[src/rtl/clock_stepper.sv]
// -----------------------------------------------------------------------------
// clock_stepper
//
// Generates slow_clock for mother_board from the 100 MHz board clock. Two modes:
//   auto   (mode=0): free-running divide by RATIO, 50% duty.
//   manual (mode=1): one slow_clock period per debounced step_button press,
//                    for single-stepping the CPU.
// Mode changes only happen at a slow_clock high->low boundary, so slow_clock
// never carries a runt pulse.
//
// Parameters
//   RATIO            clk cycles per slow_clock period (even, >= 2)
//   DEBOUNCE_CYCLES  consecutive stable clk cycles before a button level is
//                    accepted (>= 1)
//
// Ports
//   clk            in   board clock
//   n_reset        in   asynchronous active-low reset
//   mode           in   asynchronous switch, 0 = auto run, 1 = manual step
//   step_button    in   asynchronous bouncy push-button, active high
//   slow_clock     out  generated clock, registered
//   manual_active  out  1 while in STEP_IDLE or STEP_HIGH
//   step_count     out  slow_clock rising edges since reset (wraps at 16 bits)
//
// Configuration macro
//   CLOCK_STEPPER_COUNT_EN  defined: step_count counter is built.
//                           undefined: no counter, step_count reads 16'h0000.
// -----------------------------------------------------------------------------
module clock_stepper #(
  parameter int RATIO           = 100,
  parameter int DEBOUNCE_CYCLES = 1000000
) (
  input  logic        clk,
  input  logic        n_reset,
  input  logic        mode,
  input  logic        step_button,
  output logic        slow_clock,
  output logic        manual_active,
  output logic [15:0] step_count
);

  localparam int DIV_W = $clog2(RATIO);
  localparam int DEB_W = (DEBOUNCE_CYCLES > 1) ? $clog2(DEBOUNCE_CYCLES) : 1;

  localparam logic [DIV_W-1:0] DIV_LAST = DIV_W'(RATIO - 1);
  localparam logic [DIV_W-1:0] DIV_HALF = DIV_W'(RATIO / 2 - 1);
  localparam logic [DEB_W-1:0] DEB_LAST = DEB_W'(DEBOUNCE_CYCLES - 1);

  typedef enum logic [1:0] {
    RUN       = 2'd0,
    STEP_IDLE = 2'd1,
    STEP_HIGH = 2'd2
  } state_t;

  // Synchronisers
  logic mode_ff1_q, mode_ff2_q;
  logic btn_ff1_q,  btn_ff2_q;

  // Debouncer
  logic             stable_q,     stable_d;
  logic             stable_dly_q;
  logic [DEB_W-1:0] deb_cnt_q,    deb_cnt_d;
  logic             press;

  // Divider / FSM
  state_t           state_q,         state_d;
  logic [DIV_W-1:0] div_q,           div_d;
  logic             slow_clock_q,    slow_clock_d;
  logic             manual_active_q, manual_active_d;

  // One-cycle pulse on the accepted rising level of the button.
  assign press = stable_q & ~stable_dly_q;

  // ---------------------------------------------------------------------------
  // Debounce: the synchronised level must differ from the accepted level for
  // DEBOUNCE_CYCLES consecutive edges before it is taken; any agreeing sample
  // restarts the count.
  // ---------------------------------------------------------------------------
  always_comb begin
    // NOTE: every signal assigned here gets a default first, so no path leaves
    // it unassigned and no latch is inferred.
    stable_d  = stable_q;
    deb_cnt_d = '0;
    if (btn_ff2_q != stable_q) begin
      if (deb_cnt_q == DEB_LAST) begin
        stable_d = btn_ff2_q;
      end else begin
        deb_cnt_d = deb_cnt_q + DEB_W'(1);
      end
    end
  end

  // ---------------------------------------------------------------------------
  // Mode FSM and divider. slow_clock only ever changes at the points below, so
  // every high phase is exactly RATIO/2 cycles and mode is looked at only when
  // slow_clock is (or is about to be) low.
  // ---------------------------------------------------------------------------
  always_comb begin
    state_d      = state_q;
    div_d        = div_q;
    slow_clock_d = slow_clock_q;

    case (state_q)
      RUN: begin
        if (div_q == DIV_LAST) begin
          div_d        = '0;
          slow_clock_d = 1'b0;
          if (mode_ff2_q) begin
            state_d = STEP_IDLE;
          end
        end else begin
          div_d = div_q + DIV_W'(1);
          if (div_q == DIV_HALF) begin
            slow_clock_d = 1'b1;
          end
        end
      end

      STEP_IDLE: begin
        div_d        = '0;
        slow_clock_d = 1'b0;
        if (!mode_ff2_q) begin
          // div restarts at 0, so RUN begins with a full low phase.
          state_d = RUN;
        end else if (press) begin
          state_d      = STEP_HIGH;
          slow_clock_d = 1'b1;
        end
      end

      STEP_HIGH: begin
        // Presses and mode changes are deliberately ignored here.
        if (div_q == DIV_HALF) begin
          div_d        = '0;
          slow_clock_d = 1'b0;
          state_d      = STEP_IDLE;
        end else begin
          div_d = div_q + DIV_W'(1);
        end
      end

      default: begin
        state_d      = RUN;
        div_d        = '0;
        slow_clock_d = 1'b0;
      end
    endcase

    manual_active_d = (state_d != RUN);
  end

  // ---------------------------------------------------------------------------
  // State registers
  // ---------------------------------------------------------------------------
  always_ff @(posedge clk or negedge n_reset) begin
    if (!n_reset) begin
      mode_ff1_q      <= 1'b0;
      mode_ff2_q      <= 1'b0;
      btn_ff1_q       <= 1'b0;
      btn_ff2_q       <= 1'b0;
      stable_q        <= 1'b0;
      stable_dly_q    <= 1'b0;
      deb_cnt_q       <= '0;
      state_q         <= RUN;
      div_q           <= '0;
      slow_clock_q    <= 1'b0;
      manual_active_q <= 1'b0;
    end else begin
      // NOTE: non-blocking assignments so every flop samples the pre-edge
      // value of the others; this is what makes ff1->ff2 a real two-stage
      // synchroniser rather than a wire.
      mode_ff1_q      <= mode;
      mode_ff2_q      <= mode_ff1_q;
      btn_ff1_q       <= step_button;
      btn_ff2_q       <= btn_ff1_q;
      stable_q        <= stable_d;
      stable_dly_q    <= stable_q;
      deb_cnt_q       <= deb_cnt_d;
      state_q         <= state_d;
      div_q           <= div_d;
      slow_clock_q    <= slow_clock_d;
      manual_active_q <= manual_active_d;
    end
  end

  assign slow_clock    = slow_clock_q;
  assign manual_active = manual_active_q;

`ifdef CLOCK_STEPPER_COUNT_EN
  // Counts on the same edge that slow_clock goes high.
  logic [15:0] step_count_q, step_count_d;

  always_comb begin
    step_count_d = step_count_q;
    if (slow_clock_d && !slow_clock_q) begin
      step_count_d = step_count_q + 16'd1;
    end
  end

  always_ff @(posedge clk or negedge n_reset) begin
    if (!n_reset) begin
      step_count_q <= 16'h0000;
    end else begin
      step_count_q <= step_count_d;
    end
  end

  assign step_count = step_count_q;
`else
  assign step_count = 16'h0000;
`endif

endmodule

[config.mk]
export PLATFORM = sky130hd
export DESIGN_NAME = clock_stepper
export DESIGN_NICKNAME = d
export VERILOG_FILES = /design/src/rtl/clock_stepper.sv
export SDC_FILE = /design/constraint.sdc
export NUM_CORES = 1
export LEC_CHECK = 0
export ABC_AREA = 1
export BUFFER_PORTS_ARGS = -buffer_cell sky130_fd_sc_hd__clkbuf_2
export CORE_UTILIZATION = 30
export DETAILED_ROUTE_END_ITERATION = 8
export PLACE_DENSITY_LB_ADDON = 0.25
export SETUP_SLACK_MARGIN = 0.15
export SLEW_MARGIN = 20
export SYNTH_ARGS = -nofsm -noshare
export SYNTH_HDL_FRONTEND = slang
export SYNTH_SLANG_ARGS = --single-unit
[constraint.sdc]
create_clock -name clk -period 3 [get_ports clk]
set_clock_uncertainty 0.05 [all_clocks]
set_input_delay 0.15 -clock clk [delete_from_list [all_inputs] [get_ports clk]]
set_output_delay 0.15 -clock clk [all_outputs]
set_load 0.01 [all_outputs]
# After elaboration in Yosys (flattened, before gate mapping)
# Index checks and enable logic that the tools add are counted.
totals:
  register_bits: 37
  latch_bits: 0
  ram_bits: 0
  mem_bits_ro: 0
  input_bits: 4
  output_inout_bits: 18
  wordCells: 44
  mem_count: 0
op_classes:
  n_addsub: 2
  mul: 0
  div_mod_pow: 0
  order_cmp: 0
  eq_ne: 8
  shifts: 0
  muxes: 17
  n_bitwise: 2
  n_reduce_logical: 4
op_table:
  columns: ["cell", "n"]
  rows:
  - ["20-bit 2-to-1 mux", 2]
  - ["20-bit by 1-bit adder with 20-bit output, second input constant", 1]
  - ["20-bit equality test, second input constant", 1]
  - ["7-bit 2-to-1 mux", 2]
  - ["7-bit one-hot mux with 2 select lines", 1]
  - ["2-bit 2-to-1 mux", 5]
  - ["7-bit by 1-bit adder with 7-bit output, second input constant", 1]
  - ["7-bit by 6-bit equality test with 1-bit output, second input constant", 1]
  - ["7-bit equality test, second input constant", 1]
  - ["2-bit one-hot mux with 3 select lines", 1]
  - ["1-bit 2-to-1 mux", 5]
  - ["2-bit AND reduction", 2]
  - ["3-bit != test, second input constant", 1]
  - ["1-bit one-hot mux with 3 select lines", 1]
  - ["2-bit by 1-bit equality test with 1-bit output, second input constant", 1]
  - ["2-bit equality test, second input constant", 1]
  - ["2-bit zero test", 1]
  - ["2-bit != test, second input constant", 1]
  - ["2-bit nonzero test", 1]
  - ["1-bit bitwise AND", 1]
  - ["1-bit != test", 1]
  - ["1-bit inverter", 1]

# Longest topological paths before layout
logic_depth:
  ltp_word: 6
  depth_mapped: 8

# Worst setup path before layout
# Ideal clock, no wire load.
synth_path:
  path_kind: "flip-flop to flip-flop"
  startpoint: "register deb_cnt_q[0]"
  endpoint: "register deb_cnt_q[18]"
  setup_time_ns: 0.120
  t_arrival_ns: 1.140
  path_slack_ns: 1.691
  path_stages_with_launch: 7
  n_path_buf: 0
  synth_period_minus_slack_ns: 1.309
  cell_sequence: "dfrtp_1 ha_1 nand3_4 nor2_4 nand3_2 nand2_2 nor2_1"
synth_between:
  elab_chain_len: 3
synth_lines:
  columns: ["item", "line_no", "text"]
  rows:
  - ["start: declaration", "62", "logic [DEB_W-1:0] deb_cnt_q, deb_cnt_d;"]
  - ["start signal: assignment", "178", "deb_cnt_q <= deb_cnt_d;"]
  - ["20-bit by 1-bit adder with 20-bit output or 20-bit equality test (tied branches)", "88, 85", null]
  - ["20-bit 2-to-1 mux (*)", "85", "if (deb_cnt_q == DEB_LAST) begin"]
  - ["20-bit 2-to-1 mux (*)", "84", "if (btn_ff2_q != stable_q) begin"]
  - ["named net deb_cnt_d[18]", "62", null]
# Mark *: on every way through the listed nets, which the timed path passes. The rest lies on a longest branch.
# A chain may end at the register's enable or synchronous reset.

# Worst setup path in the final report
layout_path:
  startpoint: "register deb_cnt_q[0]"
  endpoint: "register deb_cnt_q[0]"
# The elaborated chain is that of the path after synthesis.

==> flow_metrics.tcl <==
set metrics [dict create \
    clock-sinks 37 \
    grt_overflow 0 \
    placed_cell_area_mm2 0.002056 \
    setup_viol 0 \
    antenna_found_initial 0 \
    yosysSeqAreaShare_pct 46.08 \
    syn_to_final_growth_pct 7.908 \
    ctsResizeCount 0 \
    use_met2_pct 16.69 \
    switching_share_pct 23.20 \
    start_util_pct 31.29 \
    drive_above_1_share_pct 11.72 \
    fin_area_mm2 0.002168 \
    crit_chain "ha_1, nand3_4, nor2_4, nand3_2, nand2_2, nor2_1" \
    cts_tree "done" \
    cap_violations 0 \
    syn_area_per_cell_um2 8.303 \
    die_h_um 83.84 \
    fmax_mhz 690.4 \
    grt.busiest_layer "met2" \
    critPathTopFamily "simple AND/OR/NAND/NOR gates" \
    die_x_um 83.84 \
    preCtsSetupSlack_ns 1.541 \
    globalRouteTotalUtil_pct 11.08 \
    leakagePower_nw 1.005 \
    yosys_warnings 0 \
    switchingPower_uw 203.8 \
    grt_pass1_wl_mm 6.092 \
    drtIter0Drc 66 \
    gp_congestion 0.8304 \
    io_buffers 5 \
    ir_worst_vdd_uv 240.6 \
    finalHoldViolations 0 \
    routed_wl_mm 3.405 \
    clk_pin_slew_ns 0.07 \
    cp.required_ns 3.12 \
    ys_seq_elements 37 \
    postCtsSetupRepairBufs 0 \
    ant_nets 0 \
    grt_max_degree 38 \
    violations "DRC" \
    htree_num_levels 2 \
    start_kind "flop" \
    p_comb_share_pct 4.2 \
    p_int_uw 674.5 \
    first_pass_iters 6 \
    p_clk_share_pct 37.7 \
    core_mm2 0.006422 \
    arrival_ns 1.57 \
    post-route-period-util_pct 48.28 \
    clk_latency_ns 0.29 \
    avgViaCountPerCell 4.273 \
    maxSlewViolCount 0 \
    critical_path_class "reg -> reg" \
    syn_inst 242 \
    relSlewSlack_pct 40.12 \
    holdBufCountCts 3 \
    hp-class "reg -> reg" \
    grt_pass1_vias 1349 \
    finalSetupTns_ns 0 \
    critPathSlowestCell "dfrtp_1" \
    dp_hpwl_mm 2.526 \
    cellPowerDensity_mw_per_mm2 405.0 \
    drc_errors 6 \
    path_max_fanout 6 \
    finalCriticalPeriod_ns 1.448 \
    cts-root-buf "clkbuf_8" \
    wl_per_cell_um 10.23 \
    final_nets 262 \
    p_seq_share_pct 58.0 \
    tightest_slew_ns 0.8982 \
    critPathBufInv 0 \
    io_pins 22 \
    cts_buffers 5 \
    critPathMaxStageDelay_ns 0.39 \
    total_power_uw 878.2 \
    die_area_mm2 0.007029 \
    crit_path_end_kind "flop" \
    synth_cell_type_count 25 \
    vias 1423 \
    synthesis.area_mm2 0.002009 \
    worst_slack_ns 1.552 \
    r2r_setup_slack_ns 1.55 \
    rsz0062_at_grt "false" \
    use_met1_pct 14.97 \
    gr-usage-met3_pct 2.077 \
    row_count 29 \
    clk_path_buf_depth 2 \
    status "finished, violations left" \
    diodes 0 \
]
final cells by class:
type                    instances  area [µm²]
fillers                       670        4254
multi-input cells             182       929.6
flip-flops and latches         37       925.9
well taps                      77       96.34
inverters                      21       78.83
clock buffers                   6       72.57
repair buffers                  8       55.05
clock inverters                 2       10.01
per-layer routing:
layer	share of wire, %	vias to the layer above
met5	0	-
met4	1.4	0
met3	2.8	4
met2	43	31
met1	53	638
li1	-	750
power groups by stage:
stage               logic (mW)  registers, mW  clock network (mW)
floorplan               0.0375          0.518                   0
global placement        0.0354          0.519                   0
detailed placement      0.0352          0.519                   0
CTS                     0.0384          0.509               0.351
global route            0.0431          0.510               0.371
finish                  0.0371          0.510               0.332
kinds of logic after synthesis:
kind of cell | share of synthesized area (%)
simple gates | 31.38
buf+inv | 10.46
flops | 46.08
xor+xnor | 7.784
compound gates | 2.241
fa+ha+maj | 1.868
other cells | 0.1866
worst register-to-register path, delay by kind of cell, from the launching register on:
kind / cells / cell delay (ns)
flops: 1 / 0.39
simple gates: 5 / 0.66
fa+ha+maj: 1 / 0.24
cells in the final DEF (no fill, tap or decap):
| master | count |
|---|---|
| xor2_2 | 1 |
| nor2_2 | 4 |
| clkinv_2 | 2 |
| ha_1 | 3 |
| nand3_2 | 1 |
| clkbuf_8 | 5 |
| nand2_2 | 6 |
| dfrtp_1 | 37 |
| nor2_4 | 3 |
| nand2_1 | 39 |
| inv_2 | 2 |
| xor2_1 | 9 |
| nand3b_1 | 1 |
| clkbuf_2 | 5 |
| nand3_1 | 19 |
| dlygate4sd3_1 | 3 |
| o21bai_1 | 2 |
| inv_1 | 19 |
| o21ai_0 | 4 |
| nand3_4 | 1 |
| nand4_1 | 5 |
| and2_1 | 1 |
| nor3_1 | 2 |
| clkbuf_1 | 1 |
| conb_1 | 16 |
| xnor2_1 | 7 |
| a21oi_1 | 2 |
| nor2_1 | 56 |
sequential cells by signal (all words and copies together) (netlist names):
register,cells
manual_active,1
stable_dly_q,1
div_q,7
mode_ff1_q,1
mode_ff2_q,1
deb_cnt_q,20
stable_q,1
state_q,2
slow_clock,1
btn_ff2_q,1
btn_ff1_q,1
Yosys cell counts (all sizes together):
| cell | n | area share [%] |
|---|---|---|
| nor2 | 63 | 13 |
| nand2 | 45 | 9.2 |
| dfrtp | 37 | 46 |
| inv | 21 | 3.9 |
| nand3 | 21 | 6.1 |
| buf | 17 | 6.5 |
| xor2 | 10 | 4.7 |
| xnor2 | 7 | 3.1 |
| nand4 | 5 | 1.6 |
| o21ai | 4 | 1.0 |
| ha | 3 | 1.9 |
| a21oi | 2 | 0.50 |
| nor3 | 2 | 0.50 |
| o21bai | 2 | 0.75 |
| and2 | 1 | 0.31 |
| conb | 1 | 0.19 |
| nand3b | 1 | 0.37 |
per-stage QoR:
step,util (%),std cells,hold WS [ns]
after floorplan,-,257,-0.1956
after global placement,32.01,322,0.2076
after detailed placement,32.01,322,0.2096
after CTS,33.76,333,0.3016
after global routing,33.76,333,0.3101
final,33.76,333,0.2999
final timing paths:
kind                                         from                endpoint  cells after the start
max                        deb_cnt_q[0]$_DFF_PN0_  deb_cnt_q[0]$_DFF_PN0_                      6
max reg2reg                deb_cnt_q[0]$_DFF_PN0_  deb_cnt_q[0]$_DFF_PN0_                      6
min                          mode_ff1_q$_DFF_PN0_    mode_ff2_q$_DFF_PN0_                      0
min in group asynchronous                 n_reset      div_q[4]$_DFF_PN0_                      2
min reg2reg                  mode_ff1_q$_DFF_PN0_    mode_ff2_q$_DFF_PN0_                      0
max in group asynchronous                 n_reset  deb_cnt_q[1]$_DFF_PN0_                      2
Note: power is estimated with default switching activity, not from simulation.
